$ cat config.mk
export PLATFORM = sky130hd
export DESIGN_NAME = spi_reg_master
export DESIGN_NICKNAME = d
export VERILOG_FILES = /design/src/rtl/spi_reg_pkg.sv /design/src/rtl/spi_clk_gen.sv /design/src/rtl/spi_reg_master.sv
export SDC_FILE = /design/constraint.sdc
export NUM_CORES = 1
export LEC_CHECK = 0
export CAP_MARGIN = 10
export CORE_UTILIZATION = 53
export CTS_BUF_LIST = sky130_fd_sc_hd__clkbuf_2
export CTS_CLUSTER_DIAMETER = 120
export DETAILED_ROUTE_END_ITERATION = 12
export GPL_TIMING_DRIVEN = 1
export HOLD_SLACK_MARGIN = 0.03
export PLACE_DENSITY = 0.78
export SYNTH_ARGS = -nofsm -noshare
export SYNTH_HDL_FRONTEND = slang
export SYNTH_SLANG_ARGS = --single-unit
export TNS_END_PERCENT = 5
$ cat constraint.sdc
create_clock -name clk -period 2.4 [get_ports clk]
set_input_delay 0.48 -clock clk [delete_from_list [all_inputs] [get_ports clk]]
set_output_delay 0.48 -clock clk [all_outputs]
set_load 0.01 [all_outputs]
$ cat src/rtl/spi_reg_pkg.sv
// Shared constants and types for the SPI register master.
// No timing of its own; pure definitions.
// No flow control here.
package spi_reg_pkg;

  localparam logic [7:0] CMD_WRITE  = 8'h02;
  localparam logic [7:0] CMD_READ   = 8'h03;
  localparam logic [7:0] CMD_STATUS = 8'h05;

  localparam int FRAME_LEN_RW = 24;
  localparam int FRAME_LEN_ST = 16;

  typedef enum logic [1:0] {
    OP_WRITE  = 2'd0,
    OP_READ   = 2'd1,
    OP_STATUS = 2'd2,
    OP_RSVD   = 2'd3
  } op_e;

  typedef enum logic [1:0] {
    ST_IDLE,
    ST_SETUP,
    ST_SHIFT,
    ST_GAP
  } state_e;

  // Frame is left-justified in 24 bits so the MSB is always bit 23;
  // a 16-bit STATUS frame simply never shifts out the low byte.
  function automatic logic [23:0] build_frame(input op_e op, input logic [7:0] addr,
                                              input logic [7:0] wdata);
    logic [23:0] f;
    case (op)
      OP_WRITE:  f = {CMD_WRITE, addr, wdata};
      OP_READ:   f = {CMD_READ, addr, 8'h00};
      OP_STATUS: f = {CMD_STATUS, 16'h0000};
      default:   f = 24'h000000;
    endcase
    return f;
  endfunction

  // Index of the last bit counted down from, i.e. frame length minus one.
  function automatic logic [4:0] frame_last_bit(input op_e op);
    return (op == OP_STATUS) ? 5'(FRAME_LEN_ST - 1) : 5'(FRAME_LEN_RW - 1);
  endfunction

endpackage

$ cat src/rtl/spi_clk_gen.sv
// SCLK divider: one-cycle rise/fall strobes alternating every CLK_DIV cycles while enabled.
// First rise strobe CLK_DIV cycles after en goes high; strobes then every CLK_DIV cycles.
// No backpressure; dropping en resets the phase so the next frame starts with a rise.
module spi_clk_gen #(
  parameter int CLK_DIV = 4
) (
  input  logic clk,
  input  logic rst_n,
  input  logic en,
  output logic rise,
  output logic fall
);

  localparam logic [7:0] DIV_LOAD = 8'(CLK_DIV - 1);

  logic [7:0] cnt;
  logic       phase;
  logic       tick;

  assign tick = en && (cnt == 8'd0);
  assign rise = tick && !phase;
  assign fall = tick && phase;

  // Count down to zero, reload on every edge strobe, toggle which edge comes next.
  always_ff @(posedge clk or negedge rst_n) begin
    if (!rst_n) begin
      cnt   <= DIV_LOAD;
      phase <= 1'b0;
    end else if (!en) begin
      cnt   <= DIV_LOAD;
      phase <= 1'b0;
    end else if (cnt == 8'd0) begin
      cnt   <= DIV_LOAD;
      phase <= ~phase;
    end else begin
      cnt   <= cnt - 8'd1;
    end
  end

endmodule

$ cat src/rtl/spi_reg_master.sv
// SPI mode-0 master issuing one register transaction (WRITE/READ/STATUS) per cs_n assertion.
// Response 1+2*N*CLK_DIV cycles after accept (N=24 or 16); reserved op responds next cycle.
// req_ready low from accept until CS_IDLE cycles after the frame ends; no queueing.
module spi_reg_master
  import spi_reg_pkg::*;
#(
  parameter int CLK_DIV = 4,
  parameter int CS_IDLE = 4
) (
  input  logic       clk,
  input  logic       rst_n,
  input  logic       req_valid,
  output logic       req_ready,
  input  logic [1:0] req_op,
  input  logic [7:0] req_addr,
  input  logic [7:0] req_wdata,
  output logic       rsp_valid,
  output logic [7:0] rsp_rdata,
  output logic       busy,
  output logic       sclk,
  output logic       cs_n,
  output logic       mosi,
  input  logic       miso
);

  localparam logic [7:0] GAP_LOAD = 8'(CS_IDLE - 1);

  state_e      state, state_n;
  op_e         op_q, op_n;
  logic [23:0] tx, tx_n;
  logic [7:0]  rx, rx_n;
  logic [4:0]  bit_cnt, bit_n;
  logic [7:0]  gap_cnt, gap_n;
  logic        sclk_n, cs_n_n, mosi_n, rsp_valid_n;
  logic [7:0]  rsp_rdata_n;
  logic        rise_d;
  logic        rise, fall;
  logic [23:0] frame;
  op_e         req_op_e;

  assign req_op_e  = op_e'(req_op);
  assign frame     = build_frame(req_op_e, req_addr, req_wdata);
  assign req_ready = (state == ST_IDLE);
  assign busy      = ~req_ready;

  spi_clk_gen #(.CLK_DIV(CLK_DIV)) u_clk_gen (
    .clk   (clk),
    .rst_n (rst_n),
    .en    ((state == ST_SETUP) || (state == ST_SHIFT)),
    .rise  (rise),
    .fall  (fall)
  );

  // State and datapath registers; reset drives the pins idle immediately.
  always_ff @(posedge clk or negedge rst_n) begin
    if (!rst_n) begin
      state     <= ST_IDLE;
      op_q      <= OP_WRITE;
      tx        <= 24'h0;
      rx        <= 8'h00;
      bit_cnt   <= 5'd0;
      gap_cnt   <= 8'd0;
      sclk      <= 1'b0;
      cs_n      <= 1'b1;
      mosi      <= 1'b0;
      rsp_valid <= 1'b0;
      rsp_rdata <= 8'h00;
      rise_d    <= 1'b0;
    end else begin
      state     <= state_n;
      op_q      <= op_n;
      tx        <= tx_n;
      rx        <= rx_n;
      bit_cnt   <= bit_n;
      gap_cnt   <= gap_n;
      sclk      <= sclk_n;
      cs_n      <= cs_n_n;
      mosi      <= mosi_n;
      rsp_valid <= rsp_valid_n;
      rsp_rdata <= rsp_rdata_n;
      rise_d    <= rise;
    end
  end

  // Next-state and pin logic for the IDLE -> SETUP -> SHIFT -> GAP sequence.
  always_comb begin
    state_n     = state;
    op_n        = op_q;
    tx_n        = tx;
    rx_n        = rx;
    bit_n       = bit_cnt;
    gap_n       = gap_cnt;
    sclk_n      = sclk;
    cs_n_n      = cs_n;
    mosi_n      = mosi;
    rsp_valid_n = 1'b0;
    rsp_rdata_n = rsp_rdata;

    // rise_d marks the first cycle sclk is high; miso is taken there.
    if (rise_d) rx_n = {rx[6:0], miso};

    unique case (state)
      ST_IDLE: begin
        if (req_valid) begin
          op_n = req_op_e;
          if (req_op_e == OP_RSVD) begin
            rsp_valid_n = 1'b1;
            rsp_rdata_n = 8'h00;
            gap_n       = 8'd0;
            state_n     = ST_GAP;
          end else begin
            cs_n_n  = 1'b0;
            mosi_n  = frame[23];
            tx_n    = {frame[22:0], 1'b0};
            bit_n   = frame_last_bit(req_op_e);
            state_n = ST_SETUP;
          end
        end
      end
      ST_SETUP: state_n = ST_SHIFT;
      ST_SHIFT: begin
        if (rise) begin
          sclk_n = 1'b1;
        end else if (fall) begin
          sclk_n = 1'b0;
          if (bit_cnt == 5'd0) begin
            cs_n_n      = 1'b1;
            mosi_n      = 1'b0;
            rsp_valid_n = 1'b1;
            rsp_rdata_n = (op_q == OP_WRITE) ? 8'h00 : rx;
            gap_n       = GAP_LOAD;
            state_n     = ST_GAP;
          end else begin
            bit_n  = bit_cnt - 5'd1;
            mosi_n = tx[23];
            tx_n   = {tx[22:0], 1'b0};
          end
        end
      end
      ST_GAP: begin
        if (gap_cnt == 8'd0) state_n = ST_IDLE;
        else                 gap_n   = gap_cnt - 8'd1;
      end
      default: state_n = ST_IDLE;
    endcase
  end

endmodule

# After elaboration in Yosys (flattened, before gate mapping)

Index checks and enable logic that the tools add are counted.

Register bits after elaboration: 71
Input port bits: 22
Output and inout bits: 14
Word-level logic and storage cells: 114

$add $sub $neg: 3
Eq/ne operators: 16
Muxes and demuxes: 57
Bitwise gates (word level): 2
Reductions and logical operators: 22

Operators by type and width:

| cell                  | number |
|---|---|
| $mux W24              | 5 |
| $mux W8               | 12 |
| $pmux W19 S3          | 1 |
| $pmux W24 S2          | 1 |
| $mux W5               | 6 |
| $pmux W8 S3           | 1 |
| $mux W1               | 19 |
| $reduce_and A6 Y1     | 3 |
| $logic_not A8 Y1      | 2 |
| $ne A2 B2 Y1 const B  | 8 |
| $pmux W8 S2           | 1 |
| $sub A8 B1 Y8 const B | 2 |
| $mux W2               | 6 |
| $pmux W5 S2           | 1 |
| $reduce_and A5 Y1     | 2 |
| $eq A2 B2 Y1 const B  | 4 |
| $pmux W2 S4           | 1 |
| $reduce_and A7 Y1     | 1 |
| $logic_not A2 Y1      | 3 |
| $pmux W1 S2           | 3 |
| $logic_not A5 Y1      | 1 |
| $sub A5 B1 Y5 const B | 1 |
| $eq A2 B1 Y1 const B  | 2 |
| $ne A2 B1 Y1 const B  | 2 |
| 7 further kinds       | 12 |

# Longest topological paths before layout

Depth after elaboration: 7
Gate-level depth with buffers: 9
Gate-level depth less buffers: 6

# Hierarchy

From an unflattened synthesis, not the netlist that was laid out.

Cell total of the unflattened synthesis: 338
Area, all modules: 3380.7 µm²

Modules (own cells, without submodules):

| module         | instances | cells each | area an instance (µm²) |
|---|---|---|---|
| spi_reg_master | 1         | 287        | 2886.5 |
| spi_clk_gen    | 1         | 51         | 494.2 |

# Worst setup path before layout

Ideal clock, no wire load.

Path kind: reg-to-reg
From: register u_clk_gen.cnt[0]
To: register gap_cnt[1]
Setup time: 125 ps
Arrival time: 2410 ps
Required time: 2275 ps
Setup slack: -135 ps
Cell stages (with the launch flop): 8
Clock period less this slack: 2535 ps
Path through: dfstp_2 inv_1 ha_1 or3b_2 clkbuf_1 o41a_1 or4_4 mux2_4

Cells in the longest elaborated chain, start to end: 5
Elaborated cells on any way between the ends: 7
Those cells by class: 2 x eq/ne; 5 x reduce/logical

RTL lines:

| what                                   | RTL line                             | source |
|---|---|---|
| start, declared                        | spi_clk_gen.sv:16                    | `logic [7:0] cnt;` |
| start signal, assigned                 | spi_clk_gen.sv:36                    | `cnt <= cnt - 8'd1;` |
| $logic_not A8 Y1 (*)                   | spi_clk_gen.sv:20                    | `assign tick = en && (cnt == 8'd0);` |
| $logic_and A1 B1 Y1 (*)                | spi_clk_gen.sv:20                    |  |
| $logic_and A1 B1 Y1 (on tied branches) | spi_clk_gen.sv:22, spi_clk_gen.sv:21 |  |
| $ne A2 B2 Y1 (no line)                 | -                                    |  |
| $reduce_and A7 Y1 (no line) (*)        | -                                    |  |
| end signal, assigned                   | spi_reg_master.sv:75                 | `gap_cnt <= gap_n;` |
| end, declared                          | spi_reg_master.sv:33                 | `logic [7:0] gap_cnt, gap_n;` |

Every way passes the cells marked *; elsewhere a longest branch is shown, timed or not.
A chain may end at the register's enable or synchronous reset.

# Final worst setup path

From: register bit_cnt[0]
To: register gap_cnt[2]

Cells in the longest elaborated chain, start to end: 3

RTL lines:

| what                        | RTL line              | source |
|---|---|---|
| start, declared             | spi_reg_master.sv:32  | `logic [4:0] bit_cnt, bit_n;` |
| start signal, assigned      | spi_reg_master.sv:74  | `bit_cnt <= bit_n;` |
| $logic_not A5 Y1            | spi_reg_master.sv:126 | `if (bit_cnt == 5'd0) begin` |
| $ne A2 B1 Y1 (no line)      | -                     |  |
| $reduce_and A7 Y1 (no line) | -                     |  |

Every way passes these cells.

==> impl_metrics.py <==
metrics = {
    "finish": {
        "fin_util_pct": 68.7,
        "area_growth_pct": 23.6,
        "final_cells": 470,
        "n_antenna_cell": 0,
        "regArea_mm2": 0.00176,
        "nFillCells": 497,
        "drive_gt1_share_pct": 21.6,
        "multi_input_area_mm2": 0.00172,
        "final_nets": 422,
    },
    "setup_path": {
        "crit_buf_inv": 2,
        "critical_path_class": "reg -> reg",
        "cpPeakStageDelay_ps": 470,
        "cpMaxStageDelayCell": "or4b_4",
        "r2r-start": "bit_cnt[0]",
        "end_kind": "flip-flop",
        "worstPathMaxFanout": 9,
        "critical_path_arrival_ps": 2790,
        "startpoint_type": "flip-flop",
        "path_cells": "inv_1 -> ha_1 -> or4b_4 -> o41a_1 -> buf_4 -> a211o_1 -> a221o_1",
        "setup.worst_path.start": "bit_cnt[0]",
        "required_ps": 2810,
        "crit_family": "compound AO/OA/AOI/OAI gates",
    },
    "timing": {
        "fmax_ghz": 0.420,
        "final_hold_viol_count": 0,
        "rsz0062_at_grt": "yes",
        "skew_ps": 26.8,
        "min_period_ps": 2380,
        "max_slew_margin_pct": 59.9,
        "setup_viol": 0,
        "drv_slew": 0,
        "worstMarginPinSlew_ps": 602,
        "fin_crit_sh_pct": 99.2,
        "whs_ps": 476,
    },
    "floorplanning": {
        "die_w_um": 84.3,
        "start_util_pct": 55.6,
        "num_rows": 29,
        "die_y_um": 84.3,
        "die-area_mm2": 0.00710,
        "io_pins": 36,
        "core_mm2": 0.00646,
    },
    "grt": {
        "grt.total_usage_pct": 23.4,
        "grt_pass1_vias": 2780,
        "antenna_found_initial": 0,
        "grt_pass1_wl_um": 13100,
        "grt_max_degree": 47,
        "grt_overflow_total": 0,
    },
    "synthesis": {
        "avgSynthCellArea_um2": 10.9,
        "synth_top_area_cell": "dfrtp_1",
        "synthTopCellsByCount": "dfrtp_1, inv_1, nand2_1",
        "yosys_warnings": 0,
        "netlist_area_mm2": 0.00359,
        "syn-num-nets": 362,
        "synthFlopType": "dfrtp_1",
        "yosysMostFrequentCell": "dfrtp_1",
        "ys_ff_latch": 70,
        "seq_area_frac_synth_pct": 48.9,
        "ys_top_cells_by_area": "dfrtp_1, a2bb2oi_2, ha_1",
        "yosysUniqueCellTypes": 58,
        "synth_edf_count": 0,
        "synth_cells": 328,
        "synth.top_cell.area_share_pct": 46.7,
        "async_reset_ff_share_pct": 100,
    },
    "run": {
        "maxCapViolations": 0,
    },
    "hold_path": {
        "min_path_type": "in -> async",
    },
    "pwr": {
        "p_sw_mw": 2.16,
        "p_comb_share_pct": 50.4,
        "finalPower_mw": 5.39,
        "power_density_mw_per_mm2": 1220,
        "ir_drop_mv": 0.771,
        "p_leak_nw": 2.00,
        "power_frac_clock_pct": 15.3,
        "swShare_pct": 40.1,
        "power.share.sequential_pct": 34.3,
        "p_int_mw": 3.23,
    },
    "status": {
        "violations": "DRC",
        "outcome": "finished, violations left",
    },
    "placement": {
        "dp_cells": 453,
        "dp_hpwl_um": 5510,
        "gp_congestion": 0.867,
        "numPortBuffers": 35,
    },
    "cts": {
        "cts_tree": "built",
        "cts_setup_buffers": 0,
        "clk_latency_ps": 510,
        "root_buffer": "clkbuf_2",
        "clk_pin_slew_ps": 220,
        "cts.sinks": 70,
        "cts_max_level": 3,
        "numCtsBuffers": 9,
        "clk_path_buf_depth": 2,
    },
    "drt": {
        "drt-pass1-iter-count": 9,
        "drc_errors": 7,
        "dr_total_vias": 2860,
        "viasPerCell": 6.09,
        "wirelength_um": 7770,
        "ant_nets": 0,
        "drtIter0Drc": 264,
        "wire_per_inst_um": 16.5,
    },
}
[power groups by stage]
stage          clock, mW  sequential, mW  combinational (mW)
2_1_floorplan          0            1.80                1.90
3_3_place_gp           0            1.84                2.57
3_5_place_dp           0            1.86                2.65
4_1_cts            0.842            1.84                2.69
5_1_grt            0.890            1.89                2.95
6_report           0.828            1.85                2.72
[placed cells by master, fill, tap and decap left out, types with 10 or more instances in the layout]
| cell | n |
|---|---|
| dfrtp_1 | 67 |
| clkdlybuf4s50_1 | 33 |
| buf_4 | 28 |
| nand2_1 | 23 |
| inv_1 | 21 |
| nor2_1 | 19 |
| a221oi_1 | 15 |
| mux2i_1 | 12 |
| a2bb2oi_2 | 10 |
| ha_1 | 10 |
[layout make-up]
type | count | area share [%]
timing repair buffer | 67 | 14.1
multi-input combinational | 217 | 38.8
tap | 77 | 2.17
clock inverter | 7 | 2.37
sequential | 70 | 39.6
inverter | 23 | 1.95
clock buffer | 9 | 1.02
[through the flow]
step           instance area [um2]  TNS [ps]  setup WS, ps
2_1_floorplan                 3600         0          8.93
3_3_place_gp                  4230     -2770          -199
3_5_place_dp                  4230     -4000          -270
4_1_cts                       4410         0          6.48
5_1_grt                       4430      -127         -33.7
6_report                      4430         0          18.6
[timing repair]
item / 4_1_cts / 5_1_grt
hold buffers: 1 / 0
hold endpoints to repair: 21 / 0
endpoints found under the setup margin: 14 / 28
resized for setup: 5 / 7
gates cloned: 0 / 0
pin swaps: 1 / 0
[worst register-to-register path, cell delays in order, from the launching register on]
cell and delay, ps:
dfrtp_1 420, inv_1 80, ha_1 170, or4b_4 470, o41a_1 360, buf_4 180
a211o_1 260, a221o_1 350
[cells by family after synthesis]
| kind of cell | Yosys count | share of synthesized area [%] |
|---|---|---|
| compound gates | 79 | 19.6 |
| xor+xnor | 6 | 1.46 |
| fa+ha+maj | 12 | 4.18 |
| buf+inv | 41 | 4.81 |
| flops | 70 | 48.9 |
| mux | 22 | 6.59 |
| simple gates | 98 | 14.4 |
[final timing paths]
check,end,cells past startpoint,slack (ps)
max in group asynchronous,tx[20],3,1260
setup reg to reg,gap_cnt[2],7,20
setup / recovery,gap_cnt[2],7,20
hold reg to reg,sclk,2,520
min in group clk,sclk,2,520
hold / removal,rsp_rdata[0],2,480
[layer usage]
metal	vias to the layer above	share of wire [%]	GRT usage (%)
met1	1403	44	29.9
met4	0	1.5	6.43
met5	-	0	0
met2	91	50	39.6
li1	1347	-	-
met3	19	4.8	6.00
[sequential cells by signal, summed over array words and instances, names as in the netlist]
register and cells:
mosi 1, u_clk_gen.cnt 8, rx 8, tx 23
bit_cnt 5, op_q 2, sclk 1, rsp_valid 1
cs_n 1, gap_cnt 8, u_clk_gen.phase 1, state 2
rise_d 1, rsp_rdata 8
No activity file was read; power rests on OpenSTA's default activity.
